## config.mk

```make
export PLATFORM = sky130hd
export DESIGN_NAME = keypad_event_controller
export DESIGN_NICKNAME = d
export VERILOG_FILES = /design/src/rtl/keypad_event_controller.sv
export SDC_FILE = /design/constraint.sdc
export NUM_CORES = 1
export LEC_CHECK = 0
export CORE_MARGIN = 10
export CORE_UTILIZATION = 45
export CTS_BUF_LIST = sky130_fd_sc_hd__clkbuf_8
export CTS_CLUSTER_SIZE = 30
export DETAILED_ROUTE_END_ITERATION = 8
export PLACE_DENSITY_LB_ADDON = 0.2
export SYNTH_ARGS = -nofsm -noshare
export SYNTH_HDL_FRONTEND = slang
export SYNTH_SLANG_ARGS = --single-unit
```

## constraint.sdc

```tcl
create_clock -name csi_clock_clk -period 2.9 [get_ports csi_clock_clk]
set_input_delay 0.29 -clock csi_clock_clk [delete_from_list [all_inputs] [get_ports csi_clock_clk]]
set_output_delay 0.29 -clock csi_clock_clk [all_outputs]
set_load 0.005 [all_outputs]
```

## src/rtl/keypad_event_controller.sv

```systemverilog
// keypad_event_controller
//
// Purpose:
//   Turns the raw per-scan key snapshots of the keypad scanner into a stream
//   of debounced press/release events. Each key change that survives the
//   debounce count marks the key as pending. An encoder drains the pending
//   keys one per cycle, lowest index first, with presses ahead of releases.
//   The events are queued in a FIFO that software drains through a small
//   Avalon-MM register window. A level interrupt flags queued events or an
//   overflow.
//
// Ports:
//   csi_clock_clk      single clock
//   csi_clock_reset    asynchronous, active-high reset
//   scan_state         raw scanner snapshot, 1 = pressed (NUM_KEYS wide)
//   scan_done          one-cycle strobe, scan_state valid this cycle
//   avs_s0_write       Avalon write strobe
//   avs_s0_read        Avalon read strobe
//   avs_s0_address     register select: 0 CTRL, 1 STATUS, 2 EVENT, 3 STABLE
//   avs_s0_writedata   Avalon write data
//   avs_s0_readdata    registered read data, held until the next read
//   avs_s0_interrupt   registered level interrupt
//
// Optional feature (compile-time macro KEYPAD_EVT_TIMESTAMP_EN):
//   When defined, a 16-bit counter of scan_done strobes is sampled when a scan
//   is accepted and stored with each event, reading back in EVENT bits[23:8].
//   When undefined, those bits read 0 and no counter exists.

module keypad_event_controller #(
   parameter int NUM_KEYS   = 16,
   parameter int FIFO_DEPTH = 16,
   parameter int DEB_W      = 4
) (
   input  logic                csi_clock_clk,
   input  logic                csi_clock_reset,
   input  logic [NUM_KEYS-1:0] scan_state,
   input  logic                scan_done,
   input  logic                avs_s0_write,
   input  logic                avs_s0_read,
   input  logic [1:0]          avs_s0_address,
   input  logic [31:0]         avs_s0_writedata,
   output logic [31:0]         avs_s0_readdata,
   output logic                avs_s0_interrupt
);

   localparam int AW = $clog2(FIFO_DEPTH);
`ifdef KEYPAD_EVT_TIMESTAMP_EN
   localparam int EW = 25;
`else
   localparam int EW = 9;
`endif
   localparam logic [AW:0] DEPTH_L = (AW+1)'(FIFO_DEPTH);

   logic                r_irqEn;
   logic                r_relEn;
   logic [DEB_W-1:0]    r_debCnt;
   logic [NUM_KEYS-1:0] r_candidate;
   logic [DEB_W-1:0]    r_cnt;
   logic [NUM_KEYS-1:0] r_stable;
   logic [NUM_KEYS-1:0] r_pendPress;
   logic [NUM_KEYS-1:0] r_pendRel;
   logic [EW-1:0]       r_mem [FIFO_DEPTH];
   logic [AW:0]         r_wrPtr;
   logic [AW:0]         r_rdPtr;
   logic                r_overflow;
   logic                r_irq;
   logic [31:0]         r_readData;

   logic [NUM_KEYS-1:0] w_candNext;
   logic [DEB_W-1:0]    w_cntNext;
   logic [DEB_W-1:0]    w_debMin;
   logic                w_accept;
   logic [NUM_KEYS-1:0] w_accPress;
   logic [NUM_KEYS-1:0] w_accRel;
   logic [NUM_KEYS-1:0] w_onePress;
   logic [NUM_KEYS-1:0] w_oneRel;
   logic [7:0]          w_pressIdx;
   logic [7:0]          w_relIdx;
   logic                w_emitPress;
   logic                w_emit;
   logic [7:0]          w_emitIdx;
   logic [NUM_KEYS-1:0] w_clrPress;
   logic [NUM_KEYS-1:0] w_clrRel;
   logic [EW-1:0]       w_entry;
   logic [EW-1:0]       w_front;
   logic [AW:0]         w_level;
   logic                w_empty;
   logic                w_full;
   logic                w_ctrlWr;
   logic                w_flush;
   logic                w_statClr;
   logic                w_pop;
   logic                w_push;
   logic                w_drop;
   logic [31:0]         w_ctrlWord;
   logic [31:0]         w_statusWord;
   logic [31:0]         w_eventWord;
   logic [NUM_KEYS+31:0] w_stablePad;
   logic                w_unusedWdata;

   assign w_unusedWdata = ^avs_s0_writedata;

   assign w_level   = r_wrPtr - r_rdPtr;
   assign w_empty   = (w_level == '0);
   assign w_full    = (w_level == DEPTH_L);
   assign w_ctrlWr  = avs_s0_write && (avs_s0_address == 2'd0);
   assign w_flush   = w_ctrlWr && avs_s0_writedata[31];
   assign w_statClr = avs_s0_write && (avs_s0_address == 2'd1) && avs_s0_writedata[2];
   assign w_pop     = avs_s0_read && (avs_s0_address == 2'd2) && !w_empty;

   // Debounce next-state: a snapshot differing from the candidate restarts the
   // count at 1, a repeat of the candidate counts up and saturates. A zero
   // threshold behaves as one so a change can be accepted on its first scan.
   always_comb begin
      w_candNext = r_candidate;
      w_cntNext  = r_cnt;
      if (scan_state != r_candidate) begin
         w_candNext = scan_state;
         w_cntNext  = DEB_W'(1);
      end else if (!(&r_cnt)) begin
         w_cntNext = r_cnt + DEB_W'(1);
      end
   end

   assign w_debMin   = (r_debCnt == '0) ? DEB_W'(1) : r_debCnt;
   assign w_accept   = scan_done && (w_cntNext >= w_debMin) && (w_candNext != r_stable);
   assign w_accPress = w_accept ? (w_candNext & ~r_stable) : '0;
   assign w_accRel   = (w_accept && r_relEn) ? (r_stable & ~w_candNext) : '0;

   // Isolating the lowest set bit with x & -x gives the one-hot key to clear,
   // then the loop only has to translate that one-hot into an index.
   assign w_onePress = r_pendPress & (~r_pendPress + NUM_KEYS'(1));
   assign w_oneRel   = r_pendRel & (~r_pendRel + NUM_KEYS'(1));

   always_comb begin
      w_pressIdx = '0;
      w_relIdx   = '0;
      for (int i = 0; i < NUM_KEYS; i++) begin
         if (w_onePress[i]) w_pressIdx = 8'(i);
         if (w_oneRel[i])   w_relIdx   = 8'(i);
      end
   end

   assign w_emitPress = |r_pendPress;
   assign w_emit      = w_emitPress || (|r_pendRel);
   assign w_emitIdx   = w_emitPress ? w_pressIdx : w_relIdx;
   assign w_clrPress  = w_onePress;
   assign w_clrRel    = w_emitPress ? '0 : w_oneRel;

   // A flush discards whatever the encoder offers in the same cycle; otherwise
   // a full FIFO only accepts the event when a pop frees a slot on that edge.
   assign w_push = w_emit && !w_flush && (!w_full || w_pop);
   assign w_drop = w_emit && !w_flush && w_full && !w_pop;

`ifdef KEYPAD_EVT_TIMESTAMP_EN
   logic [15:0] r_tsCnt;
   logic [15:0] r_acceptTs;

   // Scan counter and the stamp of the most recent accepted scan. Pending keys
   // normally drain long before the next scan, so every event leaving the
   // encoder belongs to the last accept.
   always_ff @(posedge csi_clock_clk or posedge csi_clock_reset) begin
      if (csi_clock_reset) begin
         r_tsCnt    <= '0;
         r_acceptTs <= '0;
      end else begin
         if (scan_done) r_tsCnt    <= r_tsCnt + 16'd1;
         if (w_accept)  r_acceptTs <= r_tsCnt;
      end
   end

   assign w_entry     = {r_acceptTs, w_emitPress, w_emitIdx};
   assign w_front     = r_mem[r_rdPtr[AW-1:0]];
   assign w_eventWord = {1'b1, w_front[8], 6'd0, w_front[24:9], w_front[7:0]};
`else
   assign w_entry     = {w_emitPress, w_emitIdx};
   assign w_front     = r_mem[r_rdPtr[AW-1:0]];
   assign w_eventWord = {1'b1, w_front[8], 22'd0, w_front[7:0]};
`endif

   // Register read views; CTRL bit31 is a command and always reads back 0.
   always_comb begin
      w_ctrlWord                 = '0;
      w_ctrlWord[0]              = r_irqEn;
      w_ctrlWord[1]              = r_relEn;
      w_ctrlWord[4 +: DEB_W]     = r_debCnt;
   end

   assign w_statusWord = {16'd0, 8'(w_level), 5'd0, r_overflow, w_full, w_empty};
   assign w_stablePad  = {32'd0, r_stable};

   // Software configuration register.
   always_ff @(posedge csi_clock_clk or posedge csi_clock_reset) begin
      if (csi_clock_reset) begin
         r_irqEn  <= 1'b0;
         r_relEn  <= 1'b0;
         r_debCnt <= '0;
      end else if (w_ctrlWr) begin
         r_irqEn  <= avs_s0_writedata[0];
         r_relEn  <= avs_s0_writedata[1];
         r_debCnt <= avs_s0_writedata[4 +: DEB_W];
      end
   end

   // Debounce state only moves on scan strobes.
   always_ff @(posedge csi_clock_clk or posedge csi_clock_reset) begin
      if (csi_clock_reset) begin
         r_candidate <= '0;
         r_cnt       <= '0;
         r_stable    <= '0;
      end else if (scan_done) begin
         r_candidate <= w_candNext;
         r_cnt       <= w_cntNext;
         if (w_accept) r_stable <= w_candNext;
      end
   end

   // Pending key sets: the encoder clears one bit per cycle, but a fresh
   // accept of the same key is ORed in afterwards so it is never lost.
   always_ff @(posedge csi_clock_clk or posedge csi_clock_reset) begin
      if (csi_clock_reset) begin
         r_pendPress <= '0;
         r_pendRel   <= '0;
      end else if (w_flush) begin
         r_pendPress <= '0;
         r_pendRel   <= '0;
      end else begin
         r_pendPress <= (r_pendPress & ~w_clrPress) | w_accPress;
         r_pendRel   <= (r_pendRel & ~w_clrRel) | w_accRel;
      end
   end

   // FIFO pointers carry one extra wrap bit so full and empty are distinct.
   always_ff @(posedge csi_clock_clk or posedge csi_clock_reset) begin
      if (csi_clock_reset) begin
         r_wrPtr <= '0;
         r_rdPtr <= '0;
      end else if (w_flush) begin
         r_wrPtr <= '0;
         r_rdPtr <= '0;
      end else begin
         if (w_push) r_wrPtr <= r_wrPtr + 1'b1;
         if (w_pop)  r_rdPtr <= r_rdPtr + 1'b1;
      end
   end

   // Event storage needs no reset: the pointers alone decide what is valid.
   always_ff @(posedge csi_clock_clk) begin
      if (w_push) r_mem[r_wrPtr[AW-1:0]] <= w_entry;
   end

   // Sticky overflow; a newly dropped event outranks a simultaneous W1C.
   always_ff @(posedge csi_clock_clk or posedge csi_clock_reset) begin
      if (csi_clock_reset) begin
         r_overflow <= 1'b0;
      end else if (w_flush) begin
         r_overflow <= 1'b0;
      end else if (w_drop) begin
         r_overflow <= 1'b1;
      end else if (w_statClr) begin
         r_overflow <= 1'b0;
      end
   end

   // Read data is captured on the read strobe and held until the next read.
   always_ff @(posedge csi_clock_clk or posedge csi_clock_reset) begin
      if (csi_clock_reset) begin
         r_readData <= '0;
      end else if (avs_s0_read) begin
         case (avs_s0_address)
            2'd0:    r_readData <= w_ctrlWord;
            2'd1:    r_readData <= w_statusWord;
            2'd2:    r_readData <= w_empty ? 32'd0 : w_eventWord;
            default: r_readData <= w_stablePad[31:0];
         endcase
      end
   end

   // Interrupt is a registered view of the current queue/overflow state.
   always_ff @(posedge csi_clock_clk or posedge csi_clock_reset) begin
      if (csi_clock_reset) begin
         r_irq <= 1'b0;
      end else begin
         r_irq <= r_irqEn && (!w_empty || r_overflow);
      end
   end

   assign avs_s0_readdata  = r_readData;
   assign avs_s0_interrupt = r_irq;

endmodule

```

; ---- Word level (Yosys, flattened, before mapping)
; Memory sizes are Yosys's and may differ from the RTL's.
; Index checks and enable logic that the tools add are counted.
[totals]
ramBits = 144
input_bits = 55
mem_count = 1
regBits = 118
[classes]
order_cmp = 1
n_reduce_logical = 31
bitwise = 14
addsub = 6
muxes = 51
n_eq_ne = 5
[mem_list]
columns = memory, depth, width, rd, rd_clocked_by_memory_dff, write_ports, line_no
row1 = r_mem, 16, 9, 1, 0, 1, 62  ; logic [EW-1:0] r_mem [FIFO_DEPTH];
[ops]
columns = op, count
row1 = $mux W8, 29
row2 = $and A16 B16 Y16, 6
row3 = $mux W16, 6
row4 = $not A16 Y16, 6
row5 = $pmux W32 S3, 1
row6 = $add A16 B1 Y16 const B, 2
row7 = $mux W32, 1
row8 = $ne A16 B16 Y1, 2
row9 = $or A16 B16 Y16, 2
row10 = $reduce_or A16 Y1, 2
row11 = $mux W5, 4
row12 = $logic_and A1 B1 Y1, 14
row13 = $mux W4, 3
row14 = $add A5 B1 Y5 const B, 2
row15 = $mux W1, 7
row16 = $eq A5 B5 Y1 const B, 1
row17 = $logic_not A5 Y1, 1
row18 = $sub A5 B5 Y5, 1
row19 = $add A4 B1 Y4 const B, 1
row20 = $ge A4 B4 Y1, 1
row21 = $logic_not A1 Y1, 4
row22 = $logic_not A4 Y1, 1
row23 = $reduce_and A4 Y1, 1
row24 = $reduce_bool A2 Y1, 2
row25 = 6 further kinds, 8

; ---- Longest topological paths before layout
[logic_depth]
ltp_word = 19
depth_mapped = 12
mapped_depth_nobuf = 11

; ---- Worst setup path after synthesis
; OpenSTA, ideal clock, no wires.
[synth_path]
kind = reg2reg
startpoint = register r_rdPtr[1]
endpoint = memory r_mem[14][0] (enable)
stages_incl_launch_ff = 12
t_arrival_ns = 2.862
setup_time_ns = 0.315
period_less_slack_ns = 3.177
required_ns = 2.585
path_slack_ns = -0.277
path_buffers = 3
cell_sequence = dfrtp_1 -> buf_1 -> clkbuf_1 -> inv_1 -> fa_1 -> nand3_1 -> a21oi_1 -> o221a_2 -> a21oi_2 -> buf_6 -> and3_4 -> and3_1
[synth_between]
elab_chain_len = 8
elab_cells_between_ends = 10
classes_between = 1 x add/sub / 1 x eq/ne / 2 x mux / 6 x reduce/logical
[synth_rtl]
columns = element, line_no
row1 = from (decl), 64  ; logic [AW:0] r_rdPtr;
row2 = from (signal assigned), 243  ; if (w_pop) r_rdPtr <= r_rdPtr + 1'b1;
row3 = $sub A5 B5 Y5 (*), 103  ; assign w_level = r_wrPtr - r_rdPtr;
row4 = $logic_not A5 Y1, 104  ; assign w_empty = (w_level == '0);
row5 = $logic_not A1 Y1, 109  ; assign w_pop = avs_s0_read && (avs_s0_address == 2'd2) && !w_empty;
row6 = $logic_and A1 B1 Y1, 109
row7 = $logic_or A1 B1 Y1 (*), 152  ; assign w_push = w_emit && !w_flush && (!w_full || w_pop);
row8 = $logic_and A1 B1 Y1 (*), 152
row9 = $mux W1 (*), 249  ; if (w_push) r_mem[r_wrPtr[AW-1:0]] <= w_entry;
row10 = $mux W1 (implied by the code) (*), 249
row11 = to (decl), 62
; Every way passes the cells marked *; elsewhere a longest branch is shown, timed or not.

; ---- Final worst setup path
[layout_path]
startpoint = register r_candidate[8]
endpoint = register r_pendPress[15]
[layout_between]
elab_chain_len = 8
elab_cells_between_ends = 11
classes_between = 1 x order compare / 2 x eq/ne / 4 x mux / 2 x bitwise / 2 x reduce/logical
[layout_rtl]
columns = element, line_no
row1 = from (decl), 57  ; logic [NUM_KEYS-1:0] r_candidate;
row2 = from (signal assigned), 212  ; r_candidate <= w_candNext;
row3 = $ne A16 B16 Y1, 117  ; if (scan_state != r_candidate) begin
row4 = $mux W4, 117
row5 = via w_cntNext[1], 70  ; logic [DEB_W-1:0] w_cntNext;
row6 = $ge A4 B4 Y1, 126  ; assign w_accept = scan_done && (w_cntNext >= w_debMin) && (w_candNext != r_stable);
row7 = $logic_and A1 B1 Y1 (2 in series), 126
row8 = $mux W16, 127  ; assign w_accPress = w_accept ? (w_candNext & ~r_stable) : '0;
row9 = $or A16 B16 Y16, 228  ; r_pendPress <= (r_pendPress & ~w_clrPress) | w_accPress;
row10 = $mux W16, 224  ; end else if (w_flush) begin
row11 = to (signal assigned), 228
row12 = to (decl), 60  ; logic [NUM_KEYS-1:0] r_pendPress;
; The timed path passes the listed nets, and every way through them passes these cells.
; A chain may end at the register's enable or synchronous reset.

==> impl_metrics.csv <==
group,metric,value,unit
logic_synthesis,yosys_warnings,0,
logic_synthesis,ys_ff_latch,184,
detailed_routing,drtIter0Drc,501,
pwr,swShare,39.2,%
finish,final_cell_mix,"104 x dfrtp_1, 80 x edfxtp_1, 61 x inv_1, 56 x nand2_1, 56 x buf_4",
pwr,leakage,4.59,nW
floorplanning,fp.coreArea,0.0203,mm2
clock_tree,cts_made_buffers,17,
timing,rsz0062_at_grt,"yes",
clock_tree,cts_tree,"built",
run_status,outcome,"complete, no violations",
logic_synthesis,avgSynthCellArea,11.7,um2
floorplanning,die_width,164,um
setup_path,required,3220,ps
placement,pre_cts_slack,-489,ps
hold_path,worst_hold_path_type,"in -> async",
floorplanning,rows,52,
setup_path,startpoint,"r_candidate[8]",
finish,fin_nets,979,
timing,tightest_slew,821,ps
finish,fin_cells,1160,
timing,slew_headroom,45.3,%
finish,synthToLayoutAreaGrowth,19.3,%
timing,timing.final.hold_violations,0,
pwr,p_clk_share,18.1,%
global_routing,grt_pass1_vias,6646,
detailed_routing,drc,0,
floorplanning,io_pins,88,
floorplanning,fp.dieH,164,um
detailed_routing,detail_route.first_pass.iterations,6,
floorplanning,fp.dieArea,0.0268,mm2
placement,gp_congestion,0.872,
detailed_routing,postRouteAntennaNets,0,
placement,post-dp-hpwl,17000,um
timing,max_freq,351,MHz
finish,diodes,0,
logic_synthesis,syn_area,0.00929,mm2
pwr,pwr-share-comb,41.7,%
floorplanning,start_util,45.7,%
finish,layout_commonest_cell,"dfrtp_1",
timing,setup_viol,0,
pwr,p_int,0.00614,W
pwr,power_density,912,mW/mm2
setup_path,cp-end-kind,"flip-flop",
finish,fillers,1708,
timing,fin_crit_sh,98.1,%
logic_synthesis,yosysUniqueCellTypes,69,
pwr,p_switching,0.00396,W
logic_synthesis,syn_inst,793,
detailed_routing,wl,23100,um
timing,fin_ws,54.0,ps
clock_tree,clk_pin_slew_worst_paths,110,ps
setup_path,timing.rr.start,"r_candidate[8]",
clock_tree,h-tree-depth,4,
detailed_routing,route.detailed.wl_per_inst,19.9,um
global_routing,grt_use_total,17.5,%
job,maxCapViolCount,0,
global_routing,antenna_found_initial,0,
clock_tree,root_buffer,"clkbuf_8",
pwr,ir_drop,0.000424,V
logic_synthesis,ys_seq_area_share,53.9,%
logic_synthesis,ys.flop_type,"dfrtp_1",
placement,dp.cells,1117,
global_routing,overflow,0,
placement,io_buffers,49,
timing,tns,0,ps
timing,fin_crit,2850,ps
clock_tree,cts.sinks,184,
timing,finClkSkew,23.8,ps
pwr,p_seq_share,40.2,%
logic_synthesis,synth-edff-count,80,
timing,hold_ws,67.9,ps
finish,layout-drive-gt1-share,22.9,%
logic_synthesis,async_reset_ff_share,56.5,%
setup_path,cp_data_arrival_time,3170,ps
detailed_routing,vias,6514,
pwr,p_total,0.0101,W
setup_path,worstPathMaxFanout,6,
setup_path,path_class,"reg -> reg",
clock_tree,clk_latency,480,ps
detailed_routing,via_per_inst,5.62,
global_routing,grt_pass1_wl,36600,um
clock_tree,cts_buffer_depth,2,
timing,drv_slew,0,
setup_path,worst_setup_path_start_kind,"flip-flop",
global_routing,grt_max_degree,45,
cell usage after synthesis, drive strengths merged, types with 3 or more instances:
master   number  area share (%)
a21oi        31             1.8
a22oi         5            0.40
a31oi         4            0.27
a32o         13             1.4
and2         14            0.94
and3         15             1.2
buf          28             1.9
clkbuf       32             1.3
dfrtp       104              28
edfxtp       80              26
ha           46             6.2
inv          62             2.5
mux2         19             2.3
mux2i         5            0.54
mux4         23             5.6
nand2        56             2.3
nand2b        5            0.34
nand3        24             1.3
nand3b        5            0.40
nand4         6            0.47
nor2         42             1.7
nor3         10            0.77
nor4          8            0.86
o211ai        4            0.32
o21a          3            0.24
o21ai        64             3.4
o22ai        11            0.74
o2bb2ai       3            0.28
o311ai        3            0.28
o31ai         5            0.40
or2           3            0.20
or4           6            0.57
xnor2         4            0.38
xor2         20             1.9
flip-flops by register name, indices dropped and copies added (netlist names):
| signal | count |
|---|---|
| r_overflow | 1 |
| r_irqEn | 1 |
| r_rdPtr | 5 |
| r_wrPtr | 5 |
| r_mem | 80 |
| r_pendRel | 16 |
| r_candidate | 16 |
| r_stable | 16 |
| r_relEn | 1 |
| avs_s0_readdata | 18 |
| avs_s0_interrupt | 1 |
| r_pendPress | 16 |
| r_debCnt | 4 |
| r_cnt | 4 |
cells by family (layout without fill, tap and decap cells):
kind of cell	after synthesis	after routing	synth area share, %
XOR/XNOR	24	24	2.26
other	1	14	0.0404
AO/OA/AOI/OAI	165	165	11.5
AND/OR/NAND/NOR	202	202	11.8
multiplexers	47	47	8.42
buffers and inverters	123	207	5.70
adder cells (fa/ha/maj)	47	47	6.41
flip-flops	184	184	53.9
path summary, 6_finish.rpt:
| check | to | slack, ps | cells past startpoint |
|---|---|---|---|
| worst min register to register | avs_s0_readdata[3] | 530 | 2 |
| worst max register to register | r_pendPress[15] | 50 | 13 |
| worst max-delay path | r_pendPress[15] | 50 | 13 |
| min in group csi_clock_clk | r_debCnt[3] | 380 | 3 |
| max in group asynchronous | r_rdPtr[2] | 2150 | 3 |
| worst min-delay path | r_pendPress[9] | 70 | 2 |
critical path: stages, from the launching register on:
cell and delay [ps]:
dfrtp_1 430, xor2_2 160, nor4_2 290, buf_4 150, nand4_1 130, buf_4 200
nor2_4 90, ha_4 200, a21o_1 170, a21o_1 180, a21oi_4 190, or2_4 250
clkbuf_16 190, o22ai_2 60
power by group through the flow:
stage	Combinational [W]	Sequential, W	Clock (W)
after floorplan	0.00255	0.00399	0
after global placement	0.00389	0.00409	0
after detailed placement	0.00399	0.00412	0
after CTS	0.00406	0.00406	0.00186
after global routing	0.00463	0.00412	0.00198
final	0.00422	0.00406	0.00183
through the flow:
| step | utilization [%] | cell area (um2) |
|---|---|---|
| after detailed placement | 50.6 | 10300 |
| after CTS | 53.3 | 10800 |
| after floorplan | - | 9350 |
| after global placement | 50.6 | 10300 |
| final | 54.6 | 11100 |
| after global routing | 54.6 | 11100 |
routing by layer:
metal	wire length [um]	up-vias	track usage, %
met2	11100	182	27.6
met4	405	0	5.36
met1	10300	3300	23.8
li1	-	3002	-
met3	1340	30	3.60
met5	0	-	0
layout make-up:
type,count,area (um2),area share [%]
Timing Repair Buffer,112,1050,9.49
Clock buffer,17,234,2.11
Sequential cell,184,5000,45.2
Tap cell,270,338,3.05
Inverter,63,240,2.17
Multi-Input combinational cell,499,4010,36.2
Clock inverter,15,200,1.81
what timing repair did:
action	CTS	global route
gates cloned	1	2
hold buffers	0	0
hold endpoints to repair	0	0
setup endpoints to repair	68	144
setup buffers	6	18
resized for setup	9	73
pin swaps	8	18
No activity file was read; power rests on OpenSTA's default activity.
